### src/rtl/axi_pkg.sv
// Shared AXI read-side definitions: bus widths, burst and response encodings, read FSM states.
// Latency: n/a (package only).
// Backpressure: n/a (package only).
package axi_pkg;

    // Slave-side bus widths (ID = {master tag, master ID}).
    localparam int AXI_IDS_BITS  = 8;
    localparam int AXI_DATA_BITS = 32;
    localparam int AXI_ADDR_BITS = 32;

    localparam logic [1:0] BURST_FIXED = 2'b00;
    localparam logic [1:0] BURST_INCR  = 2'b01;

    localparam logic [1:0] RESP_OKAY   = 2'b00;
    localparam logic [1:0] RESP_SLVERR = 2'b10;

    // Only full 32-bit beats are served.
    localparam logic [2:0] SIZE_WORD   = 3'b010;

    typedef enum logic [1:0] {
        IDLE  = 2'd0,
        FETCH = 2'd1,
        RESP  = 2'd2
    } rd_state_e;

    // WRAP and the reserved encoding are both answered with SLVERR.
    function automatic logic burst_supported(input logic [1:0] burst);
        return (burst == BURST_FIXED) || (burst == BURST_INCR);
    endfunction

endpackage

### src/rtl/axi_read_responder_if.sv
// AR/R channel bundle between one interconnect slave port and a read responder.
// Latency: n/a (wires only).
// Backpressure: n/a; slave modport = responder side, master modport = interconnect side.
interface axi_read_responder_if;
    import axi_pkg::*;

    logic [AXI_IDS_BITS-1:0]  ARID_S;
    logic [AXI_ADDR_BITS-1:0] ARADDR_S;
    logic [3:0]               ARLEN_S;
    logic [2:0]               ARSIZE_S;
    logic [1:0]               ARBURST_S;
    logic                     ARVALID_S;
    logic                     ARREADY_S;

    logic [AXI_IDS_BITS-1:0]  RID_S;
    logic [AXI_DATA_BITS-1:0] RDATA_S;
    logic [1:0]               RRESP_S;
    logic                     RLAST_S;
    logic                     RVALID_S;
    logic                     RREADY_S;

    modport slave (
        input  ARID_S, ARADDR_S, ARLEN_S, ARSIZE_S, ARBURST_S, ARVALID_S,
        output ARREADY_S,
        output RID_S, RDATA_S, RRESP_S, RLAST_S, RVALID_S,
        input  RREADY_S
    );

    modport master (
        output ARID_S, ARADDR_S, ARLEN_S, ARSIZE_S, ARBURST_S, ARVALID_S,
        input  ARREADY_S,
        input  RID_S, RDATA_S, RRESP_S, RLAST_S, RVALID_S,
        output RREADY_S
    );

endinterface

### src/rtl/axi_burst_addr.sv
// Burst address stepper: next byte address and SRAM word address for the current beat.
// Latency: combinational.
// Backpressure: advances only when the caller strobes advance (an accepted non-final beat).
// Ports: addr/burst = latched request state; advance = step strobe;
//        next_addr = address to latch; mem_a = SRAM word index of next_addr.
module axi_burst_addr
    import axi_pkg::*;
#(
    parameter int MEM_AW = 14
) (
    input  logic [31:0]       addr,
    input  logic [1:0]        burst,
    input  logic              advance,
    output logic [31:0]       next_addr,
    output logic [MEM_AW-1:0] mem_a
);

    // FIXED (and error bursts, which never touch memory) keep the address.
    always_comb begin
        next_addr = addr;
        if (advance && (burst == BURST_INCR)) begin
            next_addr = addr + 32'd4;
        end
    end

    // Upper address bits are simply dropped, so an INCR burst past the top
    // word wraps to word 0.
    assign mem_a = next_addr[MEM_AW+1:2];

endmodule

### src/rtl/axi_read_responder.sv
// Slave AXI read engine: one AR at a time, reads a sync SRAM, returns an R burst with RLAST.
// Latency: AR accepted in T -> mem_ce T+1 -> first RVALID T+2; one beat per cycle when RREADY high.
// Backpressure: ARREADY low while a burst is in flight; R beat held stable until RREADY, next read issued on handshake.
// Ports: clk/rst (sync, active high); s = AR/R slave channel; mem_ce/mem_a/mem_do = SRAM read port.
module axi_read_responder
    import axi_pkg::*;
#(
    parameter int          MEM_AW   = 14,
    parameter logic [31:0] ERR_DATA = 32'h0
) (
    input  logic              clk,
    input  logic              rst,
    axi_read_responder_if.slave s,
    output logic              mem_ce,
    output logic [MEM_AW-1:0] mem_a,
    input  logic [31:0]       mem_do
);

    rd_state_e               state_q, state_d;
    logic [AXI_IDS_BITS-1:0] id_q, id_d;
    logic [31:0]             addr_q, addr_d;
    logic [3:0]              len_q, len_d;
    logic [3:0]              beat_cnt_q, beat_cnt_d;
    logic [1:0]              burst_q, burst_d;
    logic                    err_q, err_d;

    logic        advance;
    logic [31:0] next_addr;
    logic        last;
    logic        ar_err;

    // Error is decided once at AR time; later address stepping never raises it.
    assign ar_err = (s.ARSIZE_S != SIZE_WORD)
                  | !burst_supported(s.ARBURST_S)
                  | (s.ARADDR_S[31:MEM_AW+2] != '0);

    assign last = (beat_cnt_q == len_q);

    axi_burst_addr #(
        .MEM_AW (MEM_AW)
    ) u_burst_addr (
        .addr      (addr_q),
        .burst     (burst_q),
        .advance   (advance),
        .next_addr (next_addr),
        .mem_a     (mem_a)
    );

    always_comb begin
        state_d    = state_q;
        id_d       = id_q;
        addr_d     = addr_q;
        len_d      = len_q;
        beat_cnt_d = beat_cnt_q;
        burst_d    = burst_q;
        err_d      = err_q;

        advance     = 1'b0;
        mem_ce      = 1'b0;
        s.ARREADY_S = 1'b0;
        s.RVALID_S  = 1'b0;
        s.RID_S     = '0;
        s.RDATA_S   = '0;
        s.RRESP_S   = RESP_OKAY;
        s.RLAST_S   = 1'b0;

        case (state_q)
            IDLE: begin
                s.ARREADY_S = 1'b1;
                if (s.ARVALID_S) begin
                    id_d       = s.ARID_S;
                    addr_d     = s.ARADDR_S;
                    len_d      = s.ARLEN_S;
                    burst_d    = s.ARBURST_S;
                    err_d      = ar_err;
                    beat_cnt_d = '0;
                    state_d    = FETCH;
                end
            end

            FETCH: begin
                // mem_a already shows addr_q since advance is low here.
                mem_ce  = !err_q;
                state_d = RESP;
            end

            RESP: begin
                s.RVALID_S = 1'b1;
                s.RID_S    = id_q;
                s.RLAST_S  = last;
                s.RDATA_S  = err_q ? ERR_DATA : mem_do;
                s.RRESP_S  = err_q ? RESP_SLVERR : RESP_OKAY;
                if (s.RREADY_S) begin
                    if (last) begin
                        state_d = IDLE;
                    end else begin
                        // Fetch the next word in the handshake cycle so it
                        // lands on mem_do exactly when the next beat shows.
                        // While stalled, mem_do must not change, hence no
                        // strobe outside a handshake.
                        advance    = 1'b1;
                        beat_cnt_d = beat_cnt_q + 4'd1;
                        addr_d     = next_addr;
                        mem_ce     = !err_q;
                    end
                end
            end

            default: begin
                state_d = IDLE;
            end
        endcase
    end

    always_ff @(posedge clk) begin
        if (rst) begin
            state_q    <= IDLE;
            id_q       <= '0;
            addr_q     <= '0;
            len_q      <= '0;
            beat_cnt_q <= '0;
            burst_q    <= BURST_FIXED;
            err_q      <= 1'b0;
        end else begin
            state_q    <= state_d;
            id_q       <= id_d;
            addr_q     <= addr_d;
            len_q      <= len_d;
            beat_cnt_q <= beat_cnt_d;
            burst_q    <= burst_d;
            err_q      <= err_d;
        end
    end

endmodule

### src/flat_wrapper.sv
// flat-port wrapper written by rule: the top's interface ports become plain ports
module axi_read_responder_flat import axi_pkg::*;
#(
    parameter int          MEM_AW   = 14,
    parameter logic [31:0] ERR_DATA = 32'h0
)
  (clk, rst, mem_ce, mem_a, mem_do, s_ARID_S, s_ARADDR_S, s_ARLEN_S, s_ARSIZE_S, s_ARBURST_S, s_ARVALID_S, s_ARREADY_S, s_RID_S, s_RDATA_S, s_RRESP_S, s_RLAST_S, s_RVALID_S, s_RREADY_S);
  axi_read_responder_if s_i ();
  input  logic clk;
  input  logic rst;
  output logic mem_ce;
  output logic [MEM_AW-1:0] mem_a;
  input  logic [31:0] mem_do;
  input wire logic [$bits(s_i.ARID_S)-1:0] s_ARID_S;
  input wire logic [$bits(s_i.ARADDR_S)-1:0] s_ARADDR_S;
  input wire logic [$bits(s_i.ARLEN_S)-1:0] s_ARLEN_S;
  input wire logic [$bits(s_i.ARSIZE_S)-1:0] s_ARSIZE_S;
  input wire logic [$bits(s_i.ARBURST_S)-1:0] s_ARBURST_S;
  input wire logic [$bits(s_i.ARVALID_S)-1:0] s_ARVALID_S;
  output wire logic [$bits(s_i.ARREADY_S)-1:0] s_ARREADY_S;
  output wire logic [$bits(s_i.RID_S)-1:0] s_RID_S;
  output wire logic [$bits(s_i.RDATA_S)-1:0] s_RDATA_S;
  output wire logic [$bits(s_i.RRESP_S)-1:0] s_RRESP_S;
  output wire logic [$bits(s_i.RLAST_S)-1:0] s_RLAST_S;
  output wire logic [$bits(s_i.RVALID_S)-1:0] s_RVALID_S;
  input wire logic [$bits(s_i.RREADY_S)-1:0] s_RREADY_S;
  assign s_i.ARID_S = s_ARID_S;
  assign s_i.ARADDR_S = s_ARADDR_S;
  assign s_i.ARLEN_S = s_ARLEN_S;
  assign s_i.ARSIZE_S = s_ARSIZE_S;
  assign s_i.ARBURST_S = s_ARBURST_S;
  assign s_i.ARVALID_S = s_ARVALID_S;
  assign s_ARREADY_S = s_i.ARREADY_S;
  assign s_RID_S = s_i.RID_S;
  assign s_RDATA_S = s_i.RDATA_S;
  assign s_RRESP_S = s_i.RRESP_S;
  assign s_RLAST_S = s_i.RLAST_S;
  assign s_RVALID_S = s_i.RVALID_S;
  assign s_i.RREADY_S = s_RREADY_S;
  axi_read_responder #(.MEM_AW(MEM_AW), .ERR_DATA(ERR_DATA)) u_core (.clk(clk), .rst(rst), .s(s_i), .mem_ce(mem_ce), .mem_a(mem_a), .mem_do(mem_do));
endmodule
### config.mk
export PLATFORM = sky130hd
export DESIGN_NAME = axi_read_responder_flat
export DESIGN_NICKNAME = d
export VERILOG_FILES = /design/src/rtl/axi_pkg.sv /design/src/rtl/axi_read_responder_if.sv /design/src/rtl/axi_burst_addr.sv /design/src/rtl/axi_read_responder.sv /design/src/flat_wrapper.sv
export SDC_FILE = /design/constraint.sdc
export NUM_CORES = 1
export LEC_CHECK = 0
export CORE_MARGIN = 2
export CORE_UTILIZATION = 37
export CTS_CLUSTER_SIZE = 14
export DETAILED_ROUTE_END_ITERATION = 10
export MAX_ROUTING_LAYER = met4
export PLACE_DENSITY = 0.81
export SLEW_MARGIN = 20
export SYNTH_ARGS = -nofsm -noshare
export SYNTH_HDL_FRONTEND = slang
export SYNTH_SLANG_ARGS = --single-unit
### constraint.sdc
create_clock -name clk -period 2.2 [get_ports clk]
set_input_delay 0.44 -clock clk [delete_from_list [all_inputs] [get_ports clk]]
set_output_delay 0.44 -clock clk [all_outputs]
set_load 0.02 [all_outputs]
# After elaboration in Yosys (flattened, before gate mapping)
# Index checks and enable logic that the tools add are counted.
[word_totals]
wordCells = 62
input_bits = 85
reg_bits = 53
[op_classes]
n_addsub = 2
n_mux = 27
n_bitwise = 2
n_eq_ne = 11
n_reduce_logical = 12
[ops]
columns = ["op", "n"]
rows = [
  ["two-way mux 32 bit", 6],
  ["case mux 32 bit (2 select lines)", 1],
  ["adder 32 x 3 -> 32 bit, second input constant", 1],
  ["nonzero test 16 bit", 1],
  ["two-way mux 4 bit", 3],
  ["two-way mux 2 bit", 5],
  ["two-way mux 1 bit", 8],
  ["two-way mux 8 bit", 1],
  ["!= test 2 bit, second input constant", 4],
  ["case mux 4 bit (2 select lines)", 1],
  ["equality test 2 x 1 -> 1 bit, second input constant", 3],
  ["case mux 2 bit (3 select lines)", 1],
  ["AND reduction 5 bit", 1],
  ["adder 4 x 1 -> 4 bit, second input constant", 1],
  ["equality test 4 bit", 1],
  ["logical NOT 2 bit", 2],
  ["AND reduction 4 bit", 1],
  ["!= test 3 x 2 -> 1 bit, second input constant", 1],
  ["AND reduction 3 bit", 1],
  ["equality test 2 bit, second input constant", 1],
  ["logical NOT 1 bit", 2],
  ["!= test 2 x 1 -> 1 bit, second input constant", 1],
  ["bitwise OR 1 bit", 2],
  ["case mux 1 bit (2 select lines)", 1],
  ["other kinds (4)", 4],
]

# Longest topological paths before layout
[logic_depth]
depth_word = 9
ltp_mapped = 9

# Modules after synthesis
# From an unflattened synthesis, not the netlist that was laid out.
[unflattened]
cells_unflattened = 471
area_unflattened_um2 = 3878.7
[modules_own_cells]
columns = ["module", "cells_each", "n_inst", "area_per_inst_um2"]
rows = [
  ["axi_read_responder", 370, 1, 3110.5],
  ["axi_burst_addr", 101, 1, 768.2],
]

# Least setup slack after synthesis
# Ideal clock, no wire load.
[synth_timing]
path_type = "reg-to-output"
from = "register u_core.state_q[0]"
to = "output mem_a[9]"
t_arrival_ps = 1897
path_slack_ps = -137
path_buffers = 1
path_stages_with_launch = 9
cell_sequence = "dfxtp_1 > inv_1 > ha_1 > and2_1 > o41a_1 > buf_6 > nand2_1 > nor2_1 > xor2_1"
[synth_via]
elab_chain_cells = 4
[synth_lines]
columns = ["element", "line", "rtl"]
rows = [
  ["start, declared", "axi_read_responder.sv:19", "rd_state_e state_q, state_d;"],
  ["start signal, assigned", "axi_read_responder.sv:125", "state_q <= state_d;"],
  ["equality test 2 bit", "axi_read_responder.sv:67", "case (state_q)"],
  ["two-way mux 1 bit", "axi_read_responder.sv:67", ""],
  ["logical AND 1 bit", "axi_burst_addr.sv:21", "if (advance && (burst == BURST_INCR)) begin"],
  ["two-way mux 32 bit", "axi_burst_addr.sv:21", ""],
  ["end, declared", "flat_wrapper.sv:12", "output logic [MEM_AW-1:0] mem_a;"],
]
# No other way between the ends. The select of a mux whose other input is x is not followed.

# Final worst setup path
[layout_timing]
from = "register u_core.len_q[0]"
to = "output mem_a[1]"
[layout_via]
elab_chain_cells = 6
[layout_lines]
columns = ["element", "line", "rtl"]
rows = [
  ["start, declared", "axi_read_responder.sv:22", "logic [3:0] len_q, len_d;"],
  ["start signal, assigned", "axi_read_responder.sv:128", "len_q <= len_d;"],
  ["equality test 4 bit", "axi_read_responder.sv:37", "assign last = (beat_cnt_q == len_q);"],
  ["two-way mux 1 bit", "axi_read_responder.sv:94", "if (last) begin"],
  ["two-way mux 1 bit", "axi_read_responder.sv:93", "if (s.RREADY_S) begin"],
  ["two-way mux 1 bit", "axi_read_responder.sv:67", ""],
  ["logical AND 1 bit", "axi_burst_addr.sv:21", ""],
  ["two-way mux 32 bit", "axi_burst_addr.sv:21", ""],
]
# No other way between the ends. The select of a mux whose other input is x is not followed.

==> results.ini <==
[run_status]
status = finished, violations left
failed_checks = setup timing

[cts]
cts.path.max_buffers = 2
cts_root_buf = clkbuf_8
htreeDepth = 2
cts-hold-fix-buffers = 0
cts_tree = built
clkSlewWorstSetupHoldPaths_ns = 0.08
numCtsBuffers = 5
worst_skew_pair.late_latency_ns = 0.30
cts_sinks = 35

[worst_hold_path]
hold_class = reg -> reg

[critical_path]
critPathKind = reg -> out
crit_required_ns = 1.76
start_kind = flip-flop
path_max_fanout = 4
crit_arrival_ns = 1.97
critPathMaxStageDelay_ns = 0.54
crit_chain = xor2_4 -> o41a_1 -> nand2_2 -> mux2_4 -> buf_6
end_kind = primary output
slowest_stage = o41a_1
crit_family = compound AO/OA/AOI/OAI gates
worst-path-buf-inv = 1

[die]
die-area_sq_um = 6940
coreArea_sq_um = 5990
initial_utilization_pct = 38.8
fp.dieH_um = 83.3
ios = 145
die_w_um = 83.3
fp-row-count = 28

[yosys]
synthesis.instances = 305
post-synth-top-count-cell = nand2_1
synth-main-ff-cell = dfxtp_1
synth_cell_type_count = 50
ys_top_cells_by_count = 50 x nand2_1, 44 x and2_1, 35 x dfxtp_1
syn_nets = 396
synth_area_leader_cell = dfxtp_1
ys_seq_elements = 35
ys_warn_count = 0
postSynth.asyncResetShare_pct = 0
synth-edff-count = 0
syn_avg_cell_area_sq_um = 7.63
synthTopCellsByArea = dfxtp_1 30%, and2_1 12%, nand2_1 8.1%
yosysSeqAreaShare_pct = 30.1
syn_area_sq_um = 2330
synth_top_area_share_pct = 30.1

[sta]
fin_crit_sh_pct = 110
max_freq_mhz = 415
setup_violations = 16
finalHoldViolCount = 0
skew_ns = 0.00875
rsz0062_at_grt = yes
slew-limit-headroom_pct = 63.2
worst_pin_slew_ns = 0.549
fin_ws_ns = -0.211
hold-worst-slack_ns = 0.452
fin_tns_setup_ns = -2.22
finalMaxSlewViolations = 0
period_minus_slack_ns = 2.41

[routing]
vias_per_cell = 5.13
vias = 2957
drcViolationCount = 0
antenna_left = 0
firstDrtPassIters = 4
dr.first_iter.drc_count = 158
finalWirelength_um = 8970
wl_per_cell_um = 15.6

[global_routing]
grt_start_max_net_pins = 29
grt_pass1_vias = 3006
antenna_found_initial = 0
grt_pass1_wl_um = 14000
track_usage_pct = 25.6
overflow = 0

[cells_and_area]
area.growth.synth_to_final_pct = 87.9
fill_cells = 474
drive_above_1_share_pct = 32.5
fin_area_sq_um = 4370
multi_input_area_sq_um = 1720
seq_area_sq_um = 711
finalNetCount = 591
n_antenna_cell = 0
final_core_util_pct = 73.0

[place]
dp_hpwl_um = 6580
place.gp.congestion = 0.877
numPortBuffers = 141
placed_cell_area_sq_um = 4220

[run]
maxCapViolations = 0

[power_and_ir_drop]
power_density_nw_per_um2 = 716
irDropWorstVdd_mv = 0.400
p_total_mw = 3.13
leakage_nw = 1.96

-- state kept, by name, summed over array words and instances (netlist names) --
register           cells
u_core.burst_q         2
u_core.beat_cnt_q      4
u_core.id_q            8
u_core.addr_q         14
u_core.len_q           4
u_core.err_q           1
u_core.state_q         2
-- report_power, final --
group / internal [mW] / total, mW / switching (mW)
Clock: 0.256 / 0.517 / 0.262
Combinational: 0.828 / 1.77 / 0.940
Sequential: 0.756 / 0.844 / 0.0878
Total: 1.84 / 3.13 / 1.29
-- kinds of logic after synthesis --
| group | count (synthesis) | share of synthesized area, % |
|---|---|---|
| flops | 35 | 30.1 |
| compound gates | 56 | 16.2 |
| mux | 3 | 1.34 |
| buf+inv | 22 | 4.09 |
| other cells | 1 | 0.161 |
| fa+ha+maj | 6 | 3.23 |
| simple gates | 164 | 37.4 |
| xor+xnor | 18 | 7.42 |
-- placed cells by master (no fill, tap or decap), types with 2 or more instances in the layout --
cell	instances
clkbuf_8	6
dfxtp_2	5
dlymetal6s2s_1	3
xnor2_1	4
o211ai_1	5
nand4_1	2
inv_1	4
nand2_1	46
nor2_1	8
nor2_4	3
nand2b_1	9
a211oi_1	2
nand2_2	3
buf_6	11
buf_2	33
o31a_1	2
nor2_2	3
o21ai_1	3
nand3_1	9
nand2_4	2
xnor2_2	4
a31oi_1	6
nor3_1	6
dlygate4sd2_1	7
nor3_2	3
clkdlybuf4s50_1	83
dfxtp_1	29
buf_4	67
ha_1	5
xor2_1	3
nor2b_1	2
a21oi_1	25
or3_1	4
mux2i_1	2
o22ai_1	3
nor4_1	8
xor2_2	6
and2_1	43
-- final timing paths --
path              startpoint                 to  slack [ns]  cells past startpoint
min reg2reg   u_core.id_q[2]     u_core.id_q[2]        0.45                      2
max          u_core.len_q[0]           mem_a[1]       -0.21                      5
min           u_core.id_q[2]     u_core.id_q[2]        0.45                      2
max reg2reg  u_core.len_q[0]  u_core.addr_q[14]        0.02                      9
-- tightest hold or removal path, delay by kind of cell (launching register included) --
kind / cells / cell delay, ns
and+or+nand+nor: 1 / 0.05
AOI/OAI and AO/OA: 1 / 0.05
DFF: 1 / 0.31
-- final cells by class --
cell class | instances | share of cell area (%)
clock buffers | 6 | 1.89
clock inverters | 2 | 0.372
inverters | 5 | 0.429
multi-input cells | 248 | 39.3
flip-flops and latches | 35 | 16.3
well taps | 75 | 2.15
repair buffers | 205 | 39.7
-- metal layers --
metal	part of all wire, %	track usage (%)	routed length (um)
met1	39	27.0	3510
met2	53	46.8	4740
met3	5.9	4.77	525
met4	2.2	10.3	195
met5	0	-	0
-- metrics by stage --
step           setup slack [ns]  instances
3_3_place_gp             -0.656        560
3_5_place_dp             -0.724        560
4_1_cts                  -0.183        576
6_report                 -0.211        576
2_1_floorplan           0.00575        305
5_1_grt                  -0.263        576
-- what timing repair did --
item                       in CTS  in global routing
cloned                          1                  0
setup buffers                   8                  3
setup endpoints to repair      57                 39
resized for setup             250                 22
pin swaps                       9                  8
hold endpoints to repair        0                  0
(Power assumes the default switching activity.)
